`src/rtl/l2_arb_pkg.sv`:
```
// Shared definitions for the L2 port arbiter: state encodings, port ids, default widths.
package l2_arb_pkg;

  localparam int ADDRLEN_DEF = 30;
  localparam int LINELEN_DEF = 128;
  localparam int CNTLEN_DEF  = 16;

  typedef enum logic [1:0] {
    ST_IDLE    = 2'd0,
    ST_GRANT_I = 2'd1,
    ST_GRANT_D = 2'd2
  } arb_state_e;

  localparam logic PORT_I = 1'b0;
  localparam logic PORT_D = 1'b1;

endpackage

```
`src/rtl/l2_port_arbiter.sv`:
```
// Round-robin arbiter sharing the single L2 port between the I and D L1 miss interfaces.
// A grant is held for the whole L2 transaction; per-port grant counters feed statistics.
//
// state      | meaning
// -----------+-----------------------------------------------------------
// ST_IDLE    | no owner, L2 outputs quiet, arbitrating pending requests
// ST_GRANT_I | port I owns L2; its request is forwarded until l2_ready
// ST_GRANT_D | port D owns L2; its request is forwarded until l2_ready
module l2_port_arbiter
  import l2_arb_pkg::*;
#(
  parameter int ADDRLEN = ADDRLEN_DEF,
  parameter int LINELEN = LINELEN_DEF,
  parameter int CNTLEN  = CNTLEN_DEF
) (
  input  logic               clk,
  input  logic               proc_reset,
  input  logic               i_read,
  input  logic               i_write,
  input  logic [ADDRLEN-1:0] i_addr,
  input  logic [LINELEN-1:0] i_wdata,
  output logic [LINELEN-1:0] i_rdata,
  output logic               i_ready,
  output logic               i_stall,
  input  logic               d_read,
  input  logic               d_write,
  input  logic [ADDRLEN-1:0] d_addr,
  input  logic [LINELEN-1:0] d_wdata,
  output logic [LINELEN-1:0] d_rdata,
  output logic               d_ready,
  output logic               d_stall,
  output logic               l2_read,
  output logic               l2_write,
  output logic [ADDRLEN-1:0] l2_addr,
  output logic [LINELEN-1:0] l2_wdata,
  input  logic [LINELEN-1:0] l2_rdata,
  input  logic               l2_ready,
  output logic [CNTLEN-1:0]  i_grants,
  output logic [CNTLEN-1:0]  d_grants
);

  arb_state_e        state_q, state_d;
  logic              last_owner_q;
  logic [CNTLEN-1:0] i_grants_q, d_grants_q;
  logic              req_i, req_d;
  logic              grant_i, grant_d;

  assign req_i = i_read | i_write;
  assign req_d = d_read | d_write;

  // Read data is broadcast; each requester only consumes it alongside its own ready.
  assign i_rdata  = l2_rdata;
  assign d_rdata  = l2_rdata;
  assign i_grants = i_grants_q;
  assign d_grants = d_grants_q;

  // State register, round-robin history and grant counters.
  always_ff @(posedge clk) begin
    if (proc_reset) begin
      state_q      <= ST_IDLE;
      last_owner_q <= PORT_I;
      i_grants_q   <= '0;
      d_grants_q   <= '0;
    end else begin
      state_q <= state_d;
      if (grant_i) begin
        last_owner_q <= PORT_I;
        i_grants_q   <= i_grants_q + CNTLEN'(1);
      end else if (grant_d) begin
        last_owner_q <= PORT_D;
        d_grants_q   <= d_grants_q + CNTLEN'(1);
      end
    end
  end

  // Next-state arbitration, L2 request forwarding and completion pulses.
  always_comb begin
    state_d  = state_q;
    grant_i  = 1'b0;
    grant_d  = 1'b0;
    l2_read  = 1'b0;
    l2_write = 1'b0;
    l2_addr  = '0;
    l2_wdata = '0;
    i_ready  = 1'b0;
    d_ready  = 1'b0;
    case (state_q)
      ST_IDLE: begin
        if (req_i && req_d) begin
          // Tie goes to whichever port did not own L2 last.
          if (last_owner_q == PORT_I) grant_d = 1'b1;
          else                        grant_i = 1'b1;
        end else begin
          grant_i = req_i;
          grant_d = req_d;
        end
        if (grant_i)      state_d = ST_GRANT_I;
        else if (grant_d) state_d = ST_GRANT_D;
      end
      ST_GRANT_I: begin
        // Simultaneous read+write is illegal; the read wins.
        l2_read  = i_read;
        l2_write = i_write & ~i_read;
        l2_addr  = i_addr;
        l2_wdata = i_wdata;
        if (l2_ready) begin
          i_ready = 1'b1;
          state_d = ST_IDLE;
        end
      end
      ST_GRANT_D: begin
        l2_read  = d_read;
        l2_write = d_write & ~d_read;
        l2_addr  = d_addr;
        l2_wdata = d_wdata;
        if (l2_ready) begin
          d_ready = 1'b1;
          state_d = ST_IDLE;
        end
      end
      default: state_d = ST_IDLE;
    endcase
    // Gated by reset so the stall lines are quiet while the block is held in reset.
    i_stall = req_i & ~i_ready & ~proc_reset;
    d_stall = req_d & ~d_ready & ~proc_reset;
  end

endmodule

```
`config.mk`:
```
export PLATFORM = sky130hd
export DESIGN_NAME = l2_port_arbiter
export DESIGN_NICKNAME = d
export VERILOG_FILES = /design/src/rtl/l2_arb_pkg.sv /design/src/rtl/l2_port_arbiter.sv
export SDC_FILE = /design/constraint.sdc
export NUM_CORES = 1
export LEC_CHECK = 0
export BUFFER_PORTS_ARGS = -buffer_cell sky130_fd_sc_hd__buf_2
export CAP_MARGIN = 20
export CORE_AREA = 2 2 352 354
export CTS_CLUSTER_DIAMETER = 100
export CTS_CLUSTER_SIZE = 20
export DETAILED_ROUTE_END_ITERATION = 6
export DIE_AREA = 0 0 354 356
export GPL_TIMING_DRIVEN = 0
export HOLD_SLACK_MARGIN = 0.12
export PLACE_DENSITY_LB_ADDON = 0.1
export SLEW_MARGIN = 30
export SYNTH_ARGS = -nofsm -noshare
export SYNTH_HDL_FRONTEND = slang
export SYNTH_SLANG_ARGS = --single-unit
```
`constraint.sdc`:
```
create_clock -name clk -period 3 [get_ports clk]
set_input_delay 0 -clock clk [delete_from_list [all_inputs] [get_ports clk]]
set_output_delay 0 -clock clk [all_outputs]
set_load 0.05 [all_outputs]
```
==> impl_results.md, run 1 <==
- Number of buffers created by CTS: 5
- Total area of multi-input combinational cells: 0.003212 mm^2
- Achievable Freq: 0.3446 GHz
- Cells on worst reg2reg path: 7
- Global route overflow: 0
- Dpl cell area: 0.01205 mm^2
- Number of global-route vias before repair: 8,931
- Effective utilization at floorplan: 0.04920
- Delay of the slowest cell on the worst path: 0.56 ns
- H-tree depth: 2
- Die ar.: 0.1260 mm^2
- Mapped Nets: 1,291
- Cell count after placement: 3,250
- Highest fanout seen on the critical path: 10
- Overall die height: 356 um
- Total detailed-routing wirelength: 63,750 um
- CP endpoint kind: primary output
- Post-synthesis mux area share: 0.001866
- Sequential standard cell area: 700.7 um^2
- Final Wtd Congestion: 0.7850
- GRT Util Overall: 0.09351
- Number of port buffers: 774
- Area share of the largest cell type after synthesis: 0.3184
- Final max-slew violation count: 0
- Data required time at the worst endpoint: 3.00 ns
- Fin Setup TNS: 0 ns
- Final period utilization: 0.9672
- Layout cell share with drive strength beyond 1: 0.6658
- Least-Margin Pin Slew: 0.8653 ns
- Number of vias in the routed layout: 8,830
- TritonCTS clock tree: yes
- Main combinational cell family by area after synthesis: buffers and inverters
- CP Class: reg -> out
- Core Footprint: 0.1227 mm^2
- Placement Setup Slack: -0.4989 ns
- Cells taking the most area after synthesis: sky130_fd_sc_hd__buf_4 (32%), sky130_fd_sc_hd__a22oi_1 (20%), sky130_fd_sc_hd__nor2b_1 (17%)
- Post-CTS Repair Setup Buffers: 0
- Met1 global-route usage: 0.1208
- Cell area after synthesis: 0.006036 mm^2
- Slowest stage cell on the critical path: sky130_fd_sc_hd__ha_2
- Max capacitance violation total: 0
- Setup repair after global routing missed its margin: yes
- DRC Markers: 0
- Worst-path cell chain: inv_1, ha_2, clkbuf_2, buf_16, clkbuf_1, nor2b_1, buf_2
- Design Area, Final: 0.01232 mm^2
- Yosys top cell by area: sky130_fd_sc_hd__buf_4
- Number of search-and-repair iterations in the first detailed-routing pass: 4
- Final cell count without fillers: 3,271
- Count of warnings emitted by yosys: 0
- Sequential area share after synthesis: 0.1161
- Worst clock skew on the final layout: 0.008600 ns
- Maximum count of clock buffers along a single path: 2
- # setup viols final: 0
- GR Util met3: 0.02458
- Startpoint class of the critical path: flip-flop
- Run status: finished clean
- Cell Pwr Density: 464.7 mW/mm^2
- Post-layout min period: 2.902 ns
- Fill cell instance count of the final layout: 14,550
- Number of vias per cell after detailed routing: 2.699
- Die W: 354 um
- Flops & latches, synth: 35
- Antenna violations before repair: 23
- Number of cells on the worst hold path: 3
- Worst hold path class: in -> reg
- Total half-perimeter wirelength after legalization and detailed placement: 58,850 um
- Worst-case headroom to the max-slew limit: 0.4232
- Distinct cell type count of the synthesized netlist: 38
- Max IR drop VDD: 195.5 uV
- Number of design-rule violations left by the first detailed-router iteration: 286
- Setup WS post-layout: 0.09832 ns
- Leakage: 0.005715 uW
- Clock-pin transition on the worst setup and hold timing paths: 0.06 ns
- Pin count of the biggest net entering global routing: 11
- Number of top-level pins: 903
- Post-synthesis compound-gate area fraction: 0.2411
- Mean post-synth cell area: 7.228 um^2
- Number of core rows: 129
- Commonest cells after routing, fill and taps aside: sky130_fd_sc_hd__buf_2 (776), sky130_fd_sc_hd__buf_4 (256), sky130_fd_sc_hd__nor2b_1 (157)
- Area growth, synth to finish: 104.0%
- Final Util: 0.1004
- Clock tree sinks: 35
- Synth Area in Adders: 0.01036
- CTS Root Buffer Type: sky130_fd_sc_hd__clkbuf_16
- Signal arrival time at the worst endpoint: 2.90 ns
- Most used routing layer: met2
- Simple-gate portion of the synthesized area: 0.2488
- Insertion delay of the later-clocked pin in the worst-skew pair: 0.29 ns
- Global-route wire length before repair: 80,550 um
- XOR/XNOR Fraction of Synth Area: 0.02177
- Layout net count: 2,075
- Met2 usage in global routing: 0.1607
- Drt wl/cell: 19.49 um
- Count of final hold-check violations: 0
- Number of antenna-violating nets in the routed design: 0
- Gate count after technology mapping: 835
- Commonest non-fill, non-tap cell in the layout: sky130_fd_sc_hd__buf_2
==> per-layer routing <==
layer  wire length (um)  vias to the layer above  share of wire
met5                 92                        -         0.0014
li1                   -                     4245              -
met4                521                       16         0.0082
met3               4967                       35          0.078
met2              30660                      453           0.48
met1              27510                     4081           0.43
==> kinds of logic after synthesis <==
kind of cell	count (synthesis)
adders and majority gates	5
AOI/OAI and AO/OA	204
DFF	35
muxes	1
xor gates and xnor gates	15
and+or+nand+nor	253
buffers and inverters	322
==> synth_stat cells <==
master                      instances
sky130_fd_sc_hd__a2bb2oi_1          1
sky130_fd_sc_hd__xor2_1             3
sky130_fd_sc_hd__nand2_1           12
sky130_fd_sc_hd__clkbuf_1          59
sky130_fd_sc_hd__ha_1               5
sky130_fd_sc_hd__and3_1             1
sky130_fd_sc_hd__a221oi_1           1
sky130_fd_sc_hd__inv_1              4
sky130_fd_sc_hd__mux2_2             1
sky130_fd_sc_hd__o21a_2             1
sky130_fd_sc_hd__o21a_1             1
sky130_fd_sc_hd__nor2_1            22
sky130_fd_sc_hd__or4_1              5
sky130_fd_sc_hd__or4_4              1
sky130_fd_sc_hd__and2_1             3
sky130_fd_sc_hd__xnor2_1           12
sky130_fd_sc_hd__o21ai_0           17
sky130_fd_sc_hd__nand4_1           10
sky130_fd_sc_hd__nor2b_1          161
sky130_fd_sc_hd__o21ba_2            1
sky130_fd_sc_hd__o211ai_2           1
sky130_fd_sc_hd__buf_2              3
sky130_fd_sc_hd__o21ai_1            1
sky130_fd_sc_hd__buf_4            256
sky130_fd_sc_hd__and4_1             2
sky130_fd_sc_hd__o31ai_1            4
sky130_fd_sc_hd__nor3b_1            2
sky130_fd_sc_hd__nand2b_1           1
sky130_fd_sc_hd__nor4_1             4
sky130_fd_sc_hd__nand3b_1           1
sky130_fd_sc_hd__nand3_1            8
sky130_fd_sc_hd__dfxtp_1           35
sky130_fd_sc_hd__or4b_1             1
sky130_fd_sc_hd__or2_0              1
sky130_fd_sc_hd__or3_1             10
sky130_fd_sc_hd__a22oi_1          159
sky130_fd_sc_hd__a21oi_1           17
sky130_fd_sc_hd__nor3_1             8
==> area by class of cell <==
cell class | instances | area share
diodes | 15 | 0.003048
plain buffers | 316 | 0.1779
clock buffers | 6 | 0.01128
clock inverters | 1 | 0.0004064
inverters | 4 | 0.001219
multi-input cells | 478 | 0.2608
flip-flops and latches | 35 | 0.05689
well taps | 1637 | 0.1663
repair buffers | 779 | 0.3222
==> worst paths after layout <==
kind	startpoint	end	slack, ns
setup / recovery	state_q[1]	l2_wdata[117]	0.1
hold reg to reg	i_grants[15]	i_grants[15]	0.48
hold / removal	l2_ready	state_q[1]	0.13
setup reg to reg	state_q[0]	d_grants[15]	0.56
==> what timing repair did <==
item,4_1_cts,5_1_grt
hold buffers,1,0
hold endpoints to repair,1,0
cloned,0,0
resized for setup,22,13
endpoints found under the setup margin,159,23
==> worst max-delay path, delay by kind of cell, from the launching register on <==
kind / cells / cell delay [ns]
flip-flops: 1 / 0.38
AND/OR/NAND/NOR: 1 / 0.45
adder cells (fa/ha/maj): 1 / 0.56
buffers and inverters: 5 / 1.19
==> stage by stage <==
step / power (uW) / hold slack [ns]
final: 5724 / 0.1307
after global routing: 6090 / 0.1751
after CTS: 5900 / 0.1219
after detailed placement: 5284 / 0.3022
after global placement: 5215 / 0.3033
after floorplan: 3477 / 0.1671
==> flip-flops by register name (all words and copies together) (netlist names) <==
register,flops
d_grants,16
i_grants,16
last_owner_q,1
state_q,2
==> report_power, final <==
group / internal (uW) / total [uW] / switching [uW]
sequential: 489 / 524 / 34.9
combinational: 1360 / 4660 / 3300
clock: 325 / 544 / 219
Power figures use the tool's default switching activity.
==> run 2: changes to the inputs <==
--- a/config.mk
+++ b/config.mk
@@ -15,6 +15,7 @@
 export GPL_TIMING_DRIVEN = 0
 export HOLD_SLACK_MARGIN = 0.12
 export PLACE_DENSITY_LB_ADDON = 0.1
+export RECOVER_POWER = 100
 export SLEW_MARGIN = 30
 export SYNTH_ARGS = -nofsm -noshare
 export SYNTH_HDL_FRONTEND = slang
==> run 2 against run 1 <==
  * Total power shrank 1.0%
  * Count of clock-buffer cells in the layout did not move
  * Final area decreased by 3.3%
  * Clock power barely moved
  * Flip-flop and latch count did not move
  * Hold slack about the same
==> impl_results.md, run 2 (synthesis results as in run 1) <==
- Switching power share of the total: 0.6299
- Core Footprint: 0.1227 mm^2
- Number of vias per cell after detailed routing: 2.703
- Uppermost layer routed: met5
- GRT Util Overall: 0.09351
- Antenna violations before repair: 23
- Power Internal: 2096 uW
- Number of vias in the routed layout: 8,832
- TritonCTS clock tree: yes
- Die ar.: 0.1260 mm^2
- CP endpoint kind: primary output
- Global route overflow: 0
- CTS Root Buffer Type: sky130_fd_sc_hd__clkbuf_16
- Routed metal-1 wire length: 27,480 um
- Delay of the slowest cell on the worst path: 0.56 ns
- Max IR drop VDD: 195.4 uV
- Run status: finished clean
- Maximum count of clock buffers along a single path: 2
- Cell Pwr Density: 475.6 mW/mm^2
- Amount of wire on met3 after detailed routing: 5001 um
- Die W: 354 um
- H-tree depth: 2
- Insertion delay of the later-clocked pin in the worst-skew pair: 0.29 ns
- Clock-pin transition on the worst setup and hold timing paths: 0.06 ns
- Buffering stage count on the worst path with inverters included: 5
- Number of core rows: 129
- Number of top-level pins: 903
- CP Class: reg -> out
- Number of search-and-repair iterations in the first detailed-routing pass: 4
- Final Wtd Congestion: 0.7850
- Total half-perimeter wirelength after legalization and detailed placement: 58,850 um
- Pin count of the biggest net entering global routing: 11
- Setup repair after global routing missed its margin: yes
- Worst clock skew on the final layout: 0.008712 ns
- Worst-path cell chain: inv_1, ha_2, clkbuf_2, buf_16, clkbuf_1, nor2b_1, buf_2
- Commonest non-fill, non-tap cell in the layout: sky130_fd_sc_hd__clkbuf_1
- Layout net count: 2,075
- Number of design-rule violations left by the first detailed-router iteration: 303
- Achievable Freq: 0.3404 GHz
- Total detailed-routing wirelength: 63,720 um
- NetSw: 3567 uW
- Setup WS post-layout: 0.06249 ns
- Effective utilization at floorplan: 0.04920
- Relative contribution of the clock network to total power: 0.096
- Drt wl/cell: 19.50 um
- Layout cell share with drive strength beyond 1: 0.4731
- Post-layout min period: 2.938 ns
- Worst-case headroom to the max-slew limit: 0.3256
- Register share of total power: 0.093
- DRC Markers: 0
- Data required time at the worst endpoint: 3.00 ns
- Startpoint class of the critical path: flip-flop
- Signal arrival time at the worst endpoint: 2.94 ns
- # setup viols final: 0
- Fin Setup TNS: 0 ns
- Relative contribution of combinational cells to total power: 0.811
- Final max-slew violation count: 0
- Slowest stage cell on the critical path: sky130_fd_sc_hd__ha_2
- Worst hold path class: in -> reg
- Global-route wire length before repair: 80,550 um
- Final period utilization: 0.9792
- Overall die height: 356 um
- Number of buffers created by CTS: 5
- Highest fanout seen on the critical path: 10
- Max capacitance violation total: 0
- Post-CTS Repair Setup Buffers: 0
- Count of final hold-check violations: 0
- Fill cell instance count of the final layout: 14,709
- Met2 routed WL: 30,780 um
- Number of global-route vias before repair: 8,931
- Placement Setup Slack: -0.4989 ns
- Area growth, synth to finish: 97.30%
- Cell class contributing the biggest share of worst-path delay: buffers and inverters
- Least-Margin Pin Slew: 1.001 ns
- Commonest cells after routing, fill and taps aside: sky130_fd_sc_hd__clkbuf_1 (349), sky130_fd_sc_hd__buf_2 (338), sky130_fd_sc_hd__buf_4 (256)
- Number of antenna-violating nets in the routed design: 0
- Leakage: 0.004670 uW
- Number of port buffers: 774
- Clock tree sinks: 35
## run 2: per-stage QoR
step | instance area, um^2 | util | hold slack (ns) | cells | total power, uW
global placement | 11960 | 0.09748 | 0.3033 | 3246 | 5215
floorplan | 6036 | - | 0.1671 | 835 | 3477
global route | 11890 | 0.09692 | 0.1751 | 3260 | 6029
CTS | 12260 | 0.09998 | 0.1219 | 3256 | 5900
finish | 11910 | 0.09708 | 0.1306 | 3268 | 5664
detailed placement | 12050 | 0.09819 | 0.3022 | 3250 | 5284
## run 2: worst reg2reg max path, cell delays in order, from the launching register on
cell	delay, ns
sky130_fd_sc_hd__dfxtp_1	0.31
sky130_fd_sc_hd__inv_1	0.13
sky130_fd_sc_hd__ha_2	0.27
sky130_fd_sc_hd__o21ai_0	0.38
sky130_fd_sc_hd__or4_1	0.72
sky130_fd_sc_hd__clkbuf_1	0.24
sky130_fd_sc_hd__or3_1	0.39
sky130_fd_sc_hd__a21oi_1	0.14
## run 2: layer usage
| layer | up-vias | track usage |
|---|---|---|
| li1 | 4242 | - |
| met1 | 4087 | 0.1208 |
| met3 | 31 | 0.02458 |
| met2 | 456 | 0.1607 |
| met5 | - | 0 |
| met4 | 16 | 0.008220 |
## run 2: final timing paths
path                     start             to  slack (ns)  depth (start not counted)
setup / recovery    state_q[1]  l2_wdata[117]        0.06                          7
hold reg to reg   i_grants[15]   i_grants[15]        0.48                          2
setup reg to reg    state_q[0]   d_grants[15]        0.34                          7
hold / removal        l2_ready     state_q[1]        0.13                          3
## run 2: area by class of cell
class	count	area, um^2	area share
Timing Repair Buffer	779	3580	0.3006
Multi-Input combinational cell	478	3203	0.2690
Buffer	316	2188	0.1838
Tap cell	1637	2048	0.1720
Sequential cell	35	700.7	0.05884
Clock buffer	6	138.9	0.01166
Antenna cell	12	30.03	0.002522
Inverter	4	15.01	0.001261
Clock inverter	1	5.005	0.0004203
## run 2: what timing repair did
action                                  4_1_cts  5_1_grt
hold buffers                                  1        0
hold endpoints to repair                      1        0
gates resized for setup                      22       13
endpoints found under the setup margin      159       23
## run 2: power by group through the flow
stage,Combinational [uW],Clock (uW),Sequential [uW]
floorplan,2900,0,574
global placement,4680,0,533
detailed placement,4750,0,535
CTS,4790,580,525
global route,4910,590,530
finish,4590,544,525
==> run 3: changes to the inputs <==
--- a/config.mk
+++ b/config.mk
@@ -8,7 +8,7 @@
 export BUFFER_PORTS_ARGS = -buffer_cell sky130_fd_sc_hd__buf_2
 export CAP_MARGIN = 20
 export CORE_AREA = 2 2 352 354
-export CTS_CLUSTER_DIAMETER = 100
+export CTS_BUF_LIST = sky130_fd_sc_hd__clkbuf_4 sky130_fd_sc_hd__clkbuf_8
 export CTS_CLUSTER_SIZE = 20
 export DETAILED_ROUTE_END_ITERATION = 6
 export DIE_AREA = 0 0 354 356
==> run 3 against run 2 <==
  * Via count about the same
  * Utilization is essentially flat
  * Cell count about the same
  * Critical endpoint is now l2_wdata[119]
  * Clock power shrank 29%
  * Critical path type unchanged
  * Largest cell class unchanged
  * Sequential power barely moved
  * Flip-flop and latch count unchanged
  * Highest routed layer unchanged
  * Count of clock-buffer cells in the layout unchanged
==> impl_results.md, run 3 (synthesis results as in run 1) <==
- Number of buffers created by CTS: 5
- Max IR drop VDD: 116.6 uV
- Total number of cells along the worst setup path: 9
- Slowest stage cell on the critical path: sky130_fd_sc_hd__a22oi_2
- Maximum count of clock buffers along a single path: 2
- Global route overflow: 0
- H-tree depth: 2
- Number of port buffers: 774
- Signal arrival time at the worst endpoint: 2.95 ns
- Fill cell instance count of the final layout: 14,694
- GRT Util Overall: 0.09361
- CP Class: reg -> out
- Global-route wire length before repair: 80,580 um
- Most used cell, CP: sky130_fd_sc_hd__clkbuf_8
- TritonCTS clock tree: yes
- Worst hold path startpoint: d_write
- Run status: finished clean
- Die ar.: 0.1260 mm^2
- Sequential standard cell area: 700.7 um^2
- CTS Root Buffer Type: sky130_fd_sc_hd__clkbuf_8
- Number of top-level pins: 903
- Data required time at the worst endpoint: 3.00 ns
- Number of core rows: 129
- Drt wl/cell: 19.55 um
- Number of vias per cell after detailed routing: 2.704
- Overall die height: 356 um
- Area growth, synth to finish: 97.59%
- Final Wtd Congestion: 0.7850
- Core Footprint: 0.1227 mm^2
- Layout net count: 2,076
- Clock tree sinks: 35
- Worst hold path class: in -> reg
- Final period utilization: 0.9833
- # setup viols final: 0
- Total detailed-routing wirelength: 63,870 um
- CP endpoint kind: primary output
- Number of global-route vias before repair: 8,962
- Reg2Reg Launch Point: state_q[0]
- Number of search-and-repair iterations in the first detailed-routing pass: 4
- Layout cell share with drive strength beyond 1: 0.4907
- Final max-slew violation count: 0
- Commonest cells after routing, fill and taps aside: sky130_fd_sc_hd__buf_2 (488), sky130_fd_sc_hd__clkbuf_1 (323), sky130_fd_sc_hd__buf_4 (256)
- Die W: 354 um
- CP Launch Point: state_q[1]
- Highest fanout seen on the critical path: 11
- Leakage: 0.004867 uW
- Fin Setup TNS: 0 ns
- Max capacitance violation total: 0
- Worst reg-to-reg setup slack: 0.61 ns
- Crit Reg-Reg Endpoint: d_grants[15]
- Total half-perimeter wirelength after legalization and detailed placement: 58,850 um
- Clock-pin transition on the worst setup and hold timing paths: 0.09 ns
- Worst-path cell chain: inv_1, ha_1, clkbuf_8, clkbuf_8, clkbuf_2, buf_6, a22oi_2, nor2b_1, clkbuf_4
- Worst clock skew on the final layout: 0.01437 ns
- Number of antenna-violating nets in the routed design: 0
- Number of vias in the routed layout: 8,833
- Total area of multi-input combinational cells: 0.003232 mm^2
- DRC Markers: 0
- Least-Margin Pin Slew: 0.8556 ns
- Buffering stage count on the worst path with inverters included: 6
- Commonest non-fill, non-tap cell in the layout: sky130_fd_sc_hd__buf_2
- Endpoint of the most critical setup path: l2_wdata[119]
- Pin count of the biggest net entering global routing: 19
- Startpoint class of the critical path: flip-flop
- Achievable Freq: 0.3390 GHz
- Effective utilization at floorplan: 0.04920
- Delay of the slowest cell on the worst path: 0.62 ns
- Number of design-rule violations left by the first detailed-router iteration: 309
- Cells on worst reg2reg path: 7
- Cell Pwr Density: 465.6 mW/mm^2
- Cell class contributing the biggest share of worst-path delay: buffers and inverters
- Worst hold slack: 0.2543 ns
- Post-layout min period: 2.950 ns
- Count of final hold-check violations: 0
- Worst-case headroom to the max-slew limit: 0.4296
- Setup repair after global routing missed its margin: yes
- Antenna violations before repair: 23
- Insertion delay of the later-clocked pin in the worst-skew pair: 0.31 ns
[run 3: cell types whose count changed in the layout (fill, tap and decap cells not counted), sizes merged]
cell | previous run | this run
dlygate4sd3 | 1 | 3
diode | 12 | 10
clkbuf | 502 | 351
buf | 598 | 748
[run 3: cell type report]
| class | instances | area share |
|---|---|---|
| Antenna cell | 10 | 0.002098 |
| Buffer | 315 | 0.1837 |
| Clock buffer | 6 | 0.006924 |
| Clock inverter | 1 | 0.0004196 |
| Inverter | 4 | 0.001259 |
| Multi-Input combinational cell | 478 | 0.2710 |
| Sequential cell | 35 | 0.05875 |
| Tap cell | 1637 | 0.1717 |
| Timing Repair Buffer | 781 | 0.3041 |
[run 3: layer usage]
| layer | global-route usage | part of all wire | up-vias |
|---|---|---|---|
| met1 | 0.1207 | 0.44 | 4092 |
| met4 | 0.008983 | 0.0061 | 18 |
| met2 | 0.1607 | 0.48 | 450 |
| met5 | 0 | 0.0017 | - |
| li1 | - | - | 4239 |
| met3 | 0.02474 | 0.073 | 34 |
[run 3: power by group]
part           switching (uW)  internal [uW]
clock network             206            181
registers                35.7            489
logic                    3330           1320
[run 3: repair_timing]
item / 4_1_cts / 5_1_grt
gates resized for setup: 25 / 18
buffers inserted: 0 / 0
hold buffers: 3 / 0
setup endpoints to repair: 161 / 21
hold endpoints to repair: 2 / 0
[run 3: how the worst min path moves through the flow]
stage                   endpoint  slack, ns  depth (start not counted)
finish              last_owner_q       0.25                          4
global route        last_owner_q       0.29                          4
CTS                 last_owner_q       0.24                          4
detailed placement  d_rdata[116]       0.30                          2
global placement     d_rdata[90]       0.30                          2
floorplan             d_rdata[0]       0.17                          1
[run 3: stage by stage]
step | std cells | total power [uW] | utilization | worst slack [ns] | cell area [um^2]
2_1_floorplan | 835 | 3477 | - | 0.4026 | 6036
3_3_place_gp | 3246 | 5215 | 0.09748 | -1.946 | 11960
3_5_place_dp | 3250 | 5284 | 0.09819 | -0.4989 | 12050
4_1_cts | 3257 | 5745 | 0.09969 | 0.005146 | 12230
5_1_grt | 3260 | 5905 | 0.09708 | -0.02766 | 11910
6_report | 3267 | 5553 | 0.09723 | 0.05023 | 11930
[run 3: tightest hold or removal path, delay by kind of cell]
kind | cells | cell delay, ns
AO/OA/AOI/OAI | 1 | 0.22
AND/OR/NAND/NOR | 2 | 0.15
buffers and inverters | 1 | 0.15
